`src/rtl/tlc_pkg.sv`:
```
// Shared types and lamp encodings for the traffic-light phase controller.
// Lamp vectors are {red,yellow,green}.
package tlc_pkg;

  typedef enum logic [2:0] {
    MAIN_G   = 3'd0,
    MAIN_Y   = 3'd1,
    ALLRED_1 = 3'd2,
    SIDE_G   = 3'd3,
    SIDE_Y   = 3'd4,
    ALLRED_2 = 3'd5,
    WALK     = 3'd6,
    FLASH    = 3'd7
  } state_t;

  localparam logic [2:0] LAMP_R   = 3'b100;
  localparam logic [2:0] LAMP_Y   = 3'b010;
  localparam logic [2:0] LAMP_G   = 3'b001;
  localparam logic [2:0] LAMP_OFF = 3'b000;

  localparam logic [7:0] DUR_FLASH = 8'hff;

  function automatic bit dur_legal(input int d);
    return (d >= 1) && (d <= 255);
  endfunction

endpackage

```
`src/rtl/tlc_sec_timer.sv`:
```
// Phase timer: free-running prescaler plus saturating seconds counter.
// done is raised in the final cycle so the FSM leaves after dur*CLK_HZ cycles.
module tlc_sec_timer #(
  parameter int CLK_HZ = 50000000
) (
  input  logic       clk,
  input  logic       reset_n,
  input  logic       restart,
  input  logic [7:0] dur,
  output logic       done,
  output logic       tick
);

  localparam int PW = (CLK_HZ > 1) ? $clog2(CLK_HZ) : 1;
  localparam logic [PW-1:0] PRE_MAX = PW'(CLK_HZ - 1);

  logic [PW-1:0] pre_q;
  logic [7:0]    sec_q;

  assign tick = (pre_q == PRE_MAX);

  // Lookahead on the last tick lets the state change land on the boundary.
  assign done = (sec_q == dur) ||
                (tick && ((sec_q + 8'd1) == dur));

  always_ff @(posedge clk or negedge reset_n) begin
    if (!reset_n) begin
      pre_q <= '0;
      sec_q <= '0;
    end else if (restart) begin
      pre_q <= '0;
      sec_q <= '0;
    end else begin
      pre_q <= tick ? '0 : pre_q + PW'(1);
      if (tick && (sec_q < dur))
        sec_q <= sec_q + 8'd1;
    end
  end

endmodule

```
`src/rtl/tlc_phase_ctrl.sv`:
```
// Two-road intersection phase controller with pedestrian phase,
// request latching and maintenance flash mode.
module tlc_phase_ctrl
  import tlc_pkg::*;
#(
  parameter int CLK_HZ   = 50000000,
  parameter int T_MAIN_G = 10,
  parameter int T_SIDE_G = 6,
  parameter int T_YEL    = 3,
  parameter int T_ALLRED = 1,
  parameter int T_WALK   = 5
) (
  input  logic       clk,
  input  logic       reset_n,
  input  logic       side_car,
  input  logic       ped_req,
  input  logic       maint,
  output logic [2:0] main_lamp,
  output logic [2:0] side_lamp,
  output logic       walk,
  output logic [2:0] phase
);

  if (!(dur_legal(T_MAIN_G) && dur_legal(T_SIDE_G) &&
        dur_legal(T_YEL) && dur_legal(T_ALLRED) &&
        dur_legal(T_WALK))) begin : g_bad_dur
    $error("tlc_phase_ctrl: durations must be 1..255");
  end

  if (CLK_HZ < 1) begin : g_bad_clk
    $error("tlc_phase_ctrl: CLK_HZ must be >= 1");
  end

  state_t     state_q;
  state_t     state_d;
  logic       side_pend_q;
  logic       ped_pend_q;
  logic       flash_on_q;
  logic [7:0] dur;
  logic       done;
  logic       tick;
  logic       restart;

  tlc_sec_timer #(
    .CLK_HZ (CLK_HZ)
  ) u_timer (
    .clk     (clk),
    .reset_n (reset_n),
    .restart (restart),
    .dur     (dur),
    .done    (done),
    .tick    (tick)
  );

  always_comb begin
    dur = 8'(T_ALLRED);
    unique case (state_q)
      MAIN_G:   dur = 8'(T_MAIN_G);
      MAIN_Y:   dur = 8'(T_YEL);
      ALLRED_1: dur = 8'(T_ALLRED);
      SIDE_G:   dur = 8'(T_SIDE_G);
      SIDE_Y:   dur = 8'(T_YEL);
      ALLRED_2: dur = 8'(T_ALLRED);
      WALK:     dur = 8'(T_WALK);
      FLASH:    dur = DUR_FLASH;
    endcase
  end

  always_comb begin
    state_d = state_q;
    if (maint) begin
      state_d = FLASH;
    end else begin
      unique case (state_q)
        MAIN_G:
          if (done && (side_pend_q || ped_pend_q))
            state_d = MAIN_Y;
        MAIN_Y:
          if (done) state_d = ALLRED_1;
        ALLRED_1:
          if (done)
            state_d = side_pend_q ? SIDE_G :
                      ped_pend_q  ? WALK   : MAIN_G;
        SIDE_G:
          if (done) state_d = SIDE_Y;
        SIDE_Y:
          if (done) state_d = ALLRED_2;
        ALLRED_2:
          if (done)
            state_d = ped_pend_q ? WALK : MAIN_G;
        WALK:
          if (done) state_d = ALLRED_2;
        FLASH:
          state_d = ALLRED_2;
      endcase
    end
  end

  assign restart = (state_d != state_q);

  logic side_set;
  logic side_clr;
  logic ped_set;
  logic ped_clr;

  assign side_set = side_car && (state_q != SIDE_G);
  assign side_clr = restart && (state_d == SIDE_G);
  assign ped_set  = ped_req && (state_q != WALK);
  assign ped_clr  = restart && (state_d == WALK);

  always_ff @(posedge clk or negedge reset_n) begin
    if (!reset_n) begin
      state_q     <= ALLRED_2;
      side_pend_q <= 1'b0;
      ped_pend_q  <= 1'b0;
      flash_on_q  <= 1'b0;
    end else begin
      state_q     <= state_d;
      side_pend_q <= side_set | (side_pend_q & ~side_clr);
      ped_pend_q  <= ped_set | (ped_pend_q & ~ped_clr);
      if (restart && (state_d == FLASH))
        flash_on_q <= 1'b1;
      else if ((state_q == FLASH) && tick)
        flash_on_q <= ~flash_on_q;
    end
  end

  always_comb begin
    main_lamp = LAMP_R;
    side_lamp = LAMP_R;
    walk      = 1'b0;
    unique case (state_q)
      MAIN_G:   main_lamp = LAMP_G;
      MAIN_Y:   main_lamp = LAMP_Y;
      ALLRED_1: ;
      SIDE_G:   side_lamp = LAMP_G;
      SIDE_Y:   side_lamp = LAMP_Y;
      ALLRED_2: ;
      WALK:     walk = 1'b1;
      FLASH: begin
        main_lamp = flash_on_q ? LAMP_Y : LAMP_OFF;
        side_lamp = flash_on_q ? LAMP_Y : LAMP_OFF;
      end
    endcase
  end

  assign phase = state_q;

endmodule

```
`config.mk`:
```
export PLATFORM = sky130hd
export DESIGN_NAME = tlc_phase_ctrl
export DESIGN_NICKNAME = d
export VERILOG_FILES = /design/src/rtl/tlc_pkg.sv /design/src/rtl/tlc_sec_timer.sv /design/src/rtl/tlc_phase_ctrl.sv
export SDC_FILE = /design/constraint.sdc
export NUM_CORES = 1
export LEC_CHECK = 0
export ABC_AREA = 1
export BUFFER_PORTS_ARGS = -buffer_cell sky130_fd_sc_hd__buf_2
export CAP_MARGIN = 20
export CORE_MARGIN = 8
export CORE_UTILIZATION = 49
export CTS_BUF_LIST = sky130_fd_sc_hd__clkbuf_8
export CTS_CLUSTER_DIAMETER = 120
export DETAILED_ROUTE_END_ITERATION = 8
export HOLD_SLACK_MARGIN = 0.03
export PLACE_DENSITY_LB_ADDON = 0.1
export SLEW_MARGIN = 40
export SYNTH_ARGS = -nofsm -noshare
export SYNTH_HDL_FRONTEND = slang
export SYNTH_HIERARCHICAL = 1
export SYNTH_SLANG_ARGS = --single-unit
```
`constraint.sdc`:
```
create_clock -name clk -period 10.3 [get_ports clk]
set_input_delay 2.06 -clock clk [delete_from_list [all_inputs] [get_ports clk]]
set_output_delay 2.06 -clock clk [all_outputs]
set_load 0.05 [all_outputs]
```
==> flow_summary.yaml, run 1 <==
run_status:
  status: "finished, final reports clean"
worst_setup_path:
  crit_top_cell: "nand2_1"
  arrival_ps: 4570
  r2r.worst_path.cells: 20
  crit_path_max_incr_delay_ps: 580
  reg2reg_from: "phase[0]"
  crit_type: "reg2reg"
  path_cells: "ha_1 -> nand2_1 -> inv_1 -> inv_1 -> ha_1 -> nand4_1 -> or4_1 -> nand2_1 -> nand2_1 -> nand2_1 -> nor2_1 -> nand3_1 -> nand3_2 -> nand2_1 -> nand2_1 -> inv_1 -> nand3_2 -> inv_1 -> nand4_1 -> nand2_1"
  crit_required_ps: 10540
  cp_slowest_cell: "dfstp_2"
  path_max_fanout: 16
  cp-end-kind: "register"
  rr_endpoint: "u_timer/sec_q[6]"
  startpoint_type: "register"
  r2r_slack_ps: 5960
clocking:
  post_cts_resized: 0
  cts_tree: "done"
  cts_hold_buf: 0
  cts_setup_buffers: 0
  htree_levels: 2
  clock_latency_ps: 290
  cts_max_path_buffers: 2
  ctsRootBufferMaster: "clkbuf_8"
  cts_buffers: 5
  cts.clk_slew.worst_paths_ps: 80
  clock-sinks: 40
logic_synthesis:
  ys_seq_area_share_pct: 33.5
  ys_top_cells_by_count: "118 x nand2_1, 67 x inv_1, 61 x nor2_1"
  ys_types: 35
  synthCells: 444
  synth_edf_count: 0
  yosysTopAreaCellShare_pct: 31.7
  synth_area_leaders: "dfrtp_1 32%, nand2_1 15%, inv_1 8.4%"
  avgSynthCellArea_um2: 6.75
  ys_dominant_reg_cell: "dfrtp_1"
  synthArstFlopShare_pct: 100
  yosysMostFrequentCell: "nand2_1"
  ys.warnings.count: 6
  synthesis.area_mm2: 0.00300
  ys_ff_latch: 40
  synth_top_area_cell: "dfrtp_1"
  syn_nets: 463
power_and_ir_drop:
  p_leak_nw: 1.76
  ir_worst_vdd_mv: 0.171
  p_per_area_mw_per_mm2: 206
finish:
  fin_util_pct: 55.3
  area_growth_pct: 9.26
  antenna_cells: 0
  drive_above_1_share_pct: 10.4
  layout.area.seq_mm2: 0.00100
  multiInputGateArea_mm2: 0.00171
  num-fill-cells: 589
  nets: 480
timing:
  slew_violations: 0
  rsz0062_at_grt: "no"
  min_period_over_period_pct: 42.1
  finalHoldViolCount: 0
  finalSetupViolCount: 0
  slew_headroom_pct: 66.6
  fin_worst_skew_ps: 11.0
  tightestPinTransition_ps: 500
  fmax_mhz: 231
  fin_tns_setup_ps: 0
  fin_crit_ps: 4340
placed_design:
  hpwl_um: 4960
  place.gp.congestion: 0.880
  port_buffers: 14
die:
  dieArea_mm2: 0.00888
  core_mm2: 0.00592
  dieHeight_um: 94.2
  row_count: 28
  die_x_um: 94.2
  initial_core_util_pct: 50.7
  pin_count: 15
routing:
  routed_via_density: 5.11
  drtPass1Iterations: 4
  wirelength_um: 6460
  via_count: 2744
  drc: 0
  detail-route-antenna-nets: 0
  wl_per_cell_um: 12.0
  drt-initial-drc-count: 123
global_routing:
  grt_pass1_wl_um: 11300
  grt_pass1_vias: 2549
  antenna_found_initial: 0
  grt_max_degree: 41
  grt_usage_pct: 15.5
  grt_overflow: 0
min_path:
  hold_start: "u_timer/pre_q[0]"
  worstHoldEndpoint: "u_timer/pre_q[0]"
  min_path_type: "reg2reg"
  hold_depth: 1
flow_run:
  drv_cap: 0
cells by family (layout without fill, tap and decap cells):
family          Yosys count  in the layout  synth area share (%)
compound gates           26             26                  4.67
xor+xnor                 13             13                  3.80
fa+ha+maj                14             14                  5.84
buf+inv                  74             92                  9.55
flops                    40             40                  33.5
simple gates            277            277                  42.7
final cells by class:
type | instances | area share (%)
multi-input combinational | 330 | 52.2
sequential | 40 | 30.6
inverter | 70 | 8.09
tap | 75 | 2.86
timing repair buffer | 14 | 2.21
clock buffer | 5 | 2.10
clock inverter | 3 | 1.95
per-stage QoR:
step / worst slack, ps / total power [mW] / instance area [µm²] / std cells / hold slack (ps)
after CTS: 6000 / 0.680 / 3280 / 537 / 484
final: 5960 / 0.675 / 3280 / 537 / 477
after global placement: 6050 / 0.527 / 3140 / 529 / 476
after global routing: 5550 / 0.730 / 3280 / 537 / 508
after detailed placement: 6030 / 0.529 / 3140 / 529 / 474
after floorplan: 6030 / 0.457 / 3000 / 444 / 449
placed cells by master (no fill, tap or decap), drive strengths merged:
master,n
a21oi,12
a31oi,1
and3,1
buf,14
bufinv,2
clkbuf,5
dfrtp,38
dfstp,2
ha,14
inv,71
nand2,124
nand3,53
nand3b,2
nand4,12
nor2,69
nor3,11
nor3b,1
nor4,1
o21ai,10
o21bai,1
o22ai,2
or2,2
or4,1
xnor2,6
xor2,7
metal layers:
metal  vias up  routed length [µm]  GRT usage (%)  share of wire, %
li1       1446                   -              -                 -
met1      1240                3070           19.8                47
met2        49                3000           25.8                46
met3         9                 298           3.04               4.6
met4         0                 101           3.96               1.6
met5         -                   0              0                 0
critical path, delay by kind of cell (launching register included):
family                   cells  cell delay, ps
buffers and inverters        4             960
AND/OR/NAND/NOR             14            2140
adder cells (fa/ha/maj)      2             600
flip-flops                   1             580
power breakdown:
part           switching [mW]  leakage [nW]  internal (mW)
clock network          0.0526        0.0695         0.0959
registers              0.0132         0.532          0.168
logic                   0.256          1.16         0.0896
flip-flops by register name (all words and copies together) (netlist names):
register and flops:
u_timer/pre_q 26, u_timer/sec_q 8, phase 3, flash_on_q 1, ped_pend_q 1, side_pend_q 1
how the worst max path moves through the flow:
| stage | from | to | slack, ps | depth (start not counted) |
|---|---|---|---|---|
| after global routing | phase[0] | u_timer/sec_q[6] | 5550 | 20 |
| after detailed placement | phase[0] | u_timer/sec_q[6] | 6030 | 20 |
| after CTS | phase[0] | u_timer/sec_q[6] | 6000 | 20 |
| after global placement | phase[0] | u_timer/sec_q[4] | 6050 | 18 |
| final | phase[0] | u_timer/sec_q[6] | 5960 | 20 |
| after floorplan | phase[1] | side_lamp[1] | 6030 | 3 |
No activity file was read; power rests on OpenSTA's default activity.
==> run 2: changes to the inputs <==
clock period = 3.85 ns   (was 10.3 ns; I/O delays follow)
==> run 2 against run 1 <==
Net effect:
- core utilization up 2.1 points
- clock skew is essentially flat
- clock power is 74% higher
- critical path depth is 3 higher
- critical path type unchanged
- design area is 3.7% higher
- power grew to 2.8 times the previous value
- fmax rose by 19%
- largest power group unchanged
==> flow_summary.yaml, run 2 (synthesized netlist as in run 1, its figures left out) <==
routing:
  drtPass1Iterations: 4
  via_count: 2806
  wirelength_um: 6940
  drt-initial-drc-count: 85
  wl_per_cell_um: 12.6
  routed_via_density: 5.10
  drc: 0
  detail-route-antenna-nets: 0
worst_setup_path:
  cp-end-kind: "register"
  arrival_ps: 3870
  crit_required_ps: 4070
  startpoint_type: "register"
  crit_type: "reg2reg"
  r2r_slack_ps: 200
  path_max_fanout: 7
finish:
  largest_reg_flops: 26
  fin_util_pct: 57.4
  regMostFlops: "u_timer/pre_q"
  antenna_cells: 0
  final_common_cell: "nand2_1"
  nets: 493
  final_cell_mix: "116 x nand2_1, 66 x inv_1, 58 x nor2_1"
  num-fill-cells: 578
  area_growth_pct: 13.4
  instances_no_fill: 550
  final_cell_area_mm2: 0.00340
  drive_above_1_share_pct: 15.8
die:
  row_count: 28
  dieHeight_um: 94.2
  initial_core_util_pct: 50.7
  die_x_um: 94.2
  pin_count: 15
  dieArea_mm2: 0.00888
  core_mm2: 0.00592
timing:
  tightestPinTransition_ps: 497
  hold_ws_ps: 455
  fin_crit_ps: 3650
  fmax_mhz: 274
  slew_headroom_pct: 66.9
  min_period_over_period_pct: 94.8
  finalHoldViolCount: 0
  fin_worst_skew_ps: 11.4
  finalSetupViolCount: 0
  slew_violations: 0
global_routing:
  grt_max_degree: 41
  grt_overflow: 0
  grt_pass1_wl_um: 11700
  antenna_found_initial: 0
  grt_usage_pct: 16.0
  grt_pass1_vias: 2688
clocking:
  htree_levels: 2
  clock_latency_ps: 290
  ctsRootBufferMaster: "clkbuf_8"
  cts_max_path_buffers: 2
  cts_tree: "done"
  clock-sinks: 40
  cts_buffers: 5
  cts.clk_slew.worst_paths_ps: 70
run_status:
  status: "finished, final reports clean"
power_and_ir_drop:
  ir_worst_vdd_mv: 0.468
  p_leak_nw: 1.79
  p_per_area_mw_per_mm2: 558
flow_run:
  drv_cap: 0
min_path:
  min_path_type: "in2async"
placed_design:
  port_buffers: 14
  dpl_cell_area_mm2: 0.00321
  place.gp.congestion: 0.915
  dp.cells: 537
  hpwl_um: 5270
==> run 2: routing by layer <==
layer / vias to the layer above / part of all wire, % / GRT usage [%] / wire, µm
li1: 1471 / - / - / -
met1: 1287 / 47 / 19.2 / 3240
met2: 40 / 49 / 28.2 / 3390
met3: 8 / 3.3 / 2.96 / 228
met4: 0 / 1.1 / 4.49 / 76
met5: - / 0 / 0 / 0
==> run 2: path summary, 6_finish.rpt <==
| kind | cells past startpoint | endpoint | from |
|---|---|---|---|
| max | 23 | u_timer/pre_q[14] | phase[0] |
| min | 1 | u_timer/pre_q[19] | reset_n |
| max reg2reg | 23 | u_timer/pre_q[14] | phase[0] |
| min reg2reg | 1 | u_timer/pre_q[0] | u_timer/pre_q[0] |
| max in group asynchronous | 1 | phase[1] | reset_n |
| min in group clk | 1 | u_timer/pre_q[0] | u_timer/pre_q[0] |
==> run 2: through the flow <==
stage	worst slack (ps)	power (mW)	setup TNS, ps
finish	200	1.90	0
global route	-35.2	2.04	-35.2
CTS	10.4	1.76	0
detailed placement	-60.0	1.50	-262
global placement	-11.9	1.49	-11.9
floorplan	36.6	1.23	0
==> run 2: cell type report <==
type / count / area [µm²] / share of cell area (%)
clock buffers: 5 / 68.8 / 2.02
clock inverters: 3 / 12.5 / 0.368
flip-flops and latches: 40 / 1000 / 29.6
multi-input cells: 331 / 1770 / 52.2
repair buffers: 25 / 168 / 4.93
repair inverters: 1 / 7.51 / 0.221
well taps: 75 / 93.8 / 2.76
inverters: 70 / 272 / 7.99
==> run 2: timing repair <==
action                     CTS  global route
gates resized for setup      1            16
setup buffers                0             3
setup endpoints to repair   13            30
hold endpoints to repair     0             0
gates cloned                 0             2
pin swaps                    0             5
hold buffers                 0             0
==> run 2: power breakdown <==
| group | switching (mW) | internal [mW] | total (mW) |
|---|---|---|---|
| Sequential | 0.0368 | 0.451 | 0.487 |
| Clock | 0.135 | 0.122 | 0.257 |
| Combinational | 0.771 | 0.380 | 1.15 |
==> run 2: worst max-delay path, stage by stage (launching register included) <==
cell	delay, ps
dfstp_2	610
inv_4	70
ha_1	220
nand2_2	100
inv_1	70
a21oi_2	130
inv_1	60
ha_1	270
inv_1	50
or4_4	580
nand2_2	130
inv_1	50
nand2_1	70
nand2_1	60
nor2_1	110
nor2_2	70
nand3_2	90
nand2_1	60
nand2_1	100
nand3_4	150
nor2_4	210
buf_12	140
o21ai_0	70
nor2_1	100
==> run 3: changes to the inputs <==
ABC_AREA = 0   (was 1)
ABC_CLOCK_PERIOD_IN_PS = 4100   (was not set)
clock period = 4.1 ns   (was 3.85 ns; I/O delays follow)
==> run 3 against run 2 <==
Net effect:
- clock power hardly changed
- critical path depth is 7 lower
- final cell count decreased by 23%
- via count decreased by 18%
- synthesized area fell by 4.2%
- flip-flop and latch count stayed put
- combinational power fell by 8%
- synthesized cell count down 26%
- clock skew decreased by 7.8 ps
==> flow_summary.yaml, run 3 <==
run_status:
  status: "finished, final reports clean"
die:
  die_x_um: 92.6
  dieArea_mm2: 0.00857
  dieHeight_um: 92.6
  row_count: 28
  pin_count: 15
  initial_core_util_pct: 49.7
  core_mm2: 0.00578
min_path:
  min_path_type: "in2async"
worst_setup_path:
  arrival_ps: 4040
  startpoint_type: "register"
  cp-end-kind: "register"
  crit_required_ps: 4270
  crit_type: "reg2reg"
  path_max_fanout: 16
logic_synthesis:
  ys_ff_latch: 40
  avgSynthCellArea_um2: 8.76
  synthCells: 328
  synth_area_leaders: "dfrtp_1 33%, xnor2_1 7.0%, nor2_1 6.9%"
  synth_edf_count: 0
  ys_types: 58
  ys_seq_area_share_pct: 34.9
  synthesis.area_mm2: 0.00287
  synthArstFlopShare_pct: 100
  syn_nets: 347
  yosysTopAreaCellShare_pct: 33.1
  ys_top_cells_by_count: "53 x nor2_1, 38 x dfrtp_1, 23 x inv_1, 23 x xnor2_1, 16 x nand2_1"
  synth_top_area_cell: "dfrtp_1"
  yosysMostFrequentCell: "nor2_1"
  ys_dominant_reg_cell: "dfrtp_1"
  ys.warnings.count: 6
clocking:
  clock-sinks: 40
  cts_max_path_buffers: 2
  htree_levels: 2
  cts_buffers: 5
  clock_latency_ps: 280
  cts_hold_buf: 0
  cts_tree: "done"
  ctsRootBufferMaster: "clkbuf_8"
  cts.clk_slew.worst_paths_ps: 70
timing:
  min_period_over_period_pct: 94.4
  finalSetupViolCount: 0
  fin_ws_ps: 228
  tightestPinTransition_ps: 739
  fmax_mhz: 258
  fin_tns_setup_ps: 0
  rsz0062_at_grt: "no"
  fin_crit_ps: 3870
  finalHoldViolCount: 0
  slew_violations: 0
  fin_worst_skew_ps: 3.61
  slew_headroom_pct: 50.3
  hold_ws_ps: 498
routing:
  drc: 0
  routed_via_density: 5.47
  detail-route-antenna-nets: 0
  drtPass1Iterations: 4
  via_count: 2312
  wirelength_um: 5860
  wl_per_cell_um: 13.9
  drt-initial-drc-count: 72
power_and_ir_drop:
  p_per_area_mw_per_mm2: 566
  p_leak_nw: 1.32
  ir_worst_vdd_mv: 0.430
placed_design:
  dpl_cell_area_mm2: 0.00307
  port_buffers: 14
  hpwl_um: 4350
  place_ws_ps: 157
  place.gp.congestion: 0.907
global_routing:
  grt_usage_pct: 14.5
  grt_overflow: 0
  grt_pass1_wl_um: 10400
  antenna_found_initial: 0
  grt_pass1_vias: 2247
  grt_max_degree: 41
finish:
  antenna_cells: 0
  fin_util_pct: 55.1
  regMostFlops: "u_timer/pre_q"
  final_cell_area_mm2: 0.00318
  final_cell_mix: "52 x nor2_1, 37 x dfrtp_1, 23 x inv_1, 23 x xnor2_1, 16 x nand2_1"
  largest_reg_flops: 26
  area_growth_pct: 10.8
  drive_above_1_share_pct: 16.4
  nets: 366
  final_common_cell: "nor2_1"
flow_run:
  drv_cap: 0
run 3: per-layer routing:
metal,vias up,GRT usage [%],share of wire [%]
met1,1088,18.4,49
met2,35,24.2,47
met4,0,4.30,0.85
met3,6,2.91,3.3
li1,1183,-,-
met5,-,0,0
run 3: final timing paths:
| check | start | to | slack [ps] | depth (start not counted) |
|---|---|---|---|---|
| worst max-delay path | phase[0] | u_timer/sec_q[6] | 230 | 16 |
| worst min-delay path | reset_n | u_timer/pre_q[1] | 500 | 1 |
| worst max register to register | phase[0] | u_timer/sec_q[6] | 230 | 16 |
| worst min register to register | u_timer/pre_q[0] | u_timer/pre_q[0] | 530 | 1 |
| max in group asynchronous | reset_n | phase[2] | 3230 | 1 |
| min in group clk | u_timer/pre_q[0] | u_timer/pre_q[0] | 530 | 1 |
run 3: stage by stage:
stage | std cells | total power, mW
floorplan | 328 | 1.34
global placement | 414 | 1.53
detailed placement | 414 | 1.53
CTS | 422 | 1.80
global route | 423 | 1.95
finish | 423 | 1.80
run 3: what timing repair did:
item	CTS	global route
setup buffers	0	1
resized for setup	0	3
setup endpoints to repair	0	6
run 3: final cells by class:
class | count | area [µm²]
fillers | 543 | 2600
inverters | 23 | 86.3
clock buffers | 6 | 82.6
multi-input cells | 254 | 1760
flip-flops and latches | 40 | 1010
well taps | 75 | 93.8
repair buffers | 23 | 144
clock inverters | 2 | 7.51
run 3: cell families after synthesis:
family | share of synthesized area [%]
and+or+nand+nor | 30.9
DFF | 34.9
AOI/OAI and AO/OA | 8.58
xor gates and xnor gates | 10.4
muxes | 3.44
buffers and inverters | 5.66
adders and majority gates | 6.10
run 3: report_power, final:
| part | internal (mW) | total, mW | switching (mW) |
|---|---|---|---|
| registers | 0.431 | 0.482 | 0.0514 |
| logic | 0.379 | 1.06 | 0.683 |
| clock network | 0.132 | 0.256 | 0.123 |
| total | 0.942 | 1.80 | 0.858 |
run 3: critical path, stage by stage (launching register included):
cell      delay [ps]
dfstp_4          670
ha_1             200
and2_4           240
or2_4            160
inv_1             40
ha_1             300
nand4_1          100
or2_2            310
o31ai_4           60
or4b_2           600
nand4_1          110
and4bb_1         240
nand2_1           60
nand4_1          140
buf_6            180
nor2_1            60
mux2_1           290
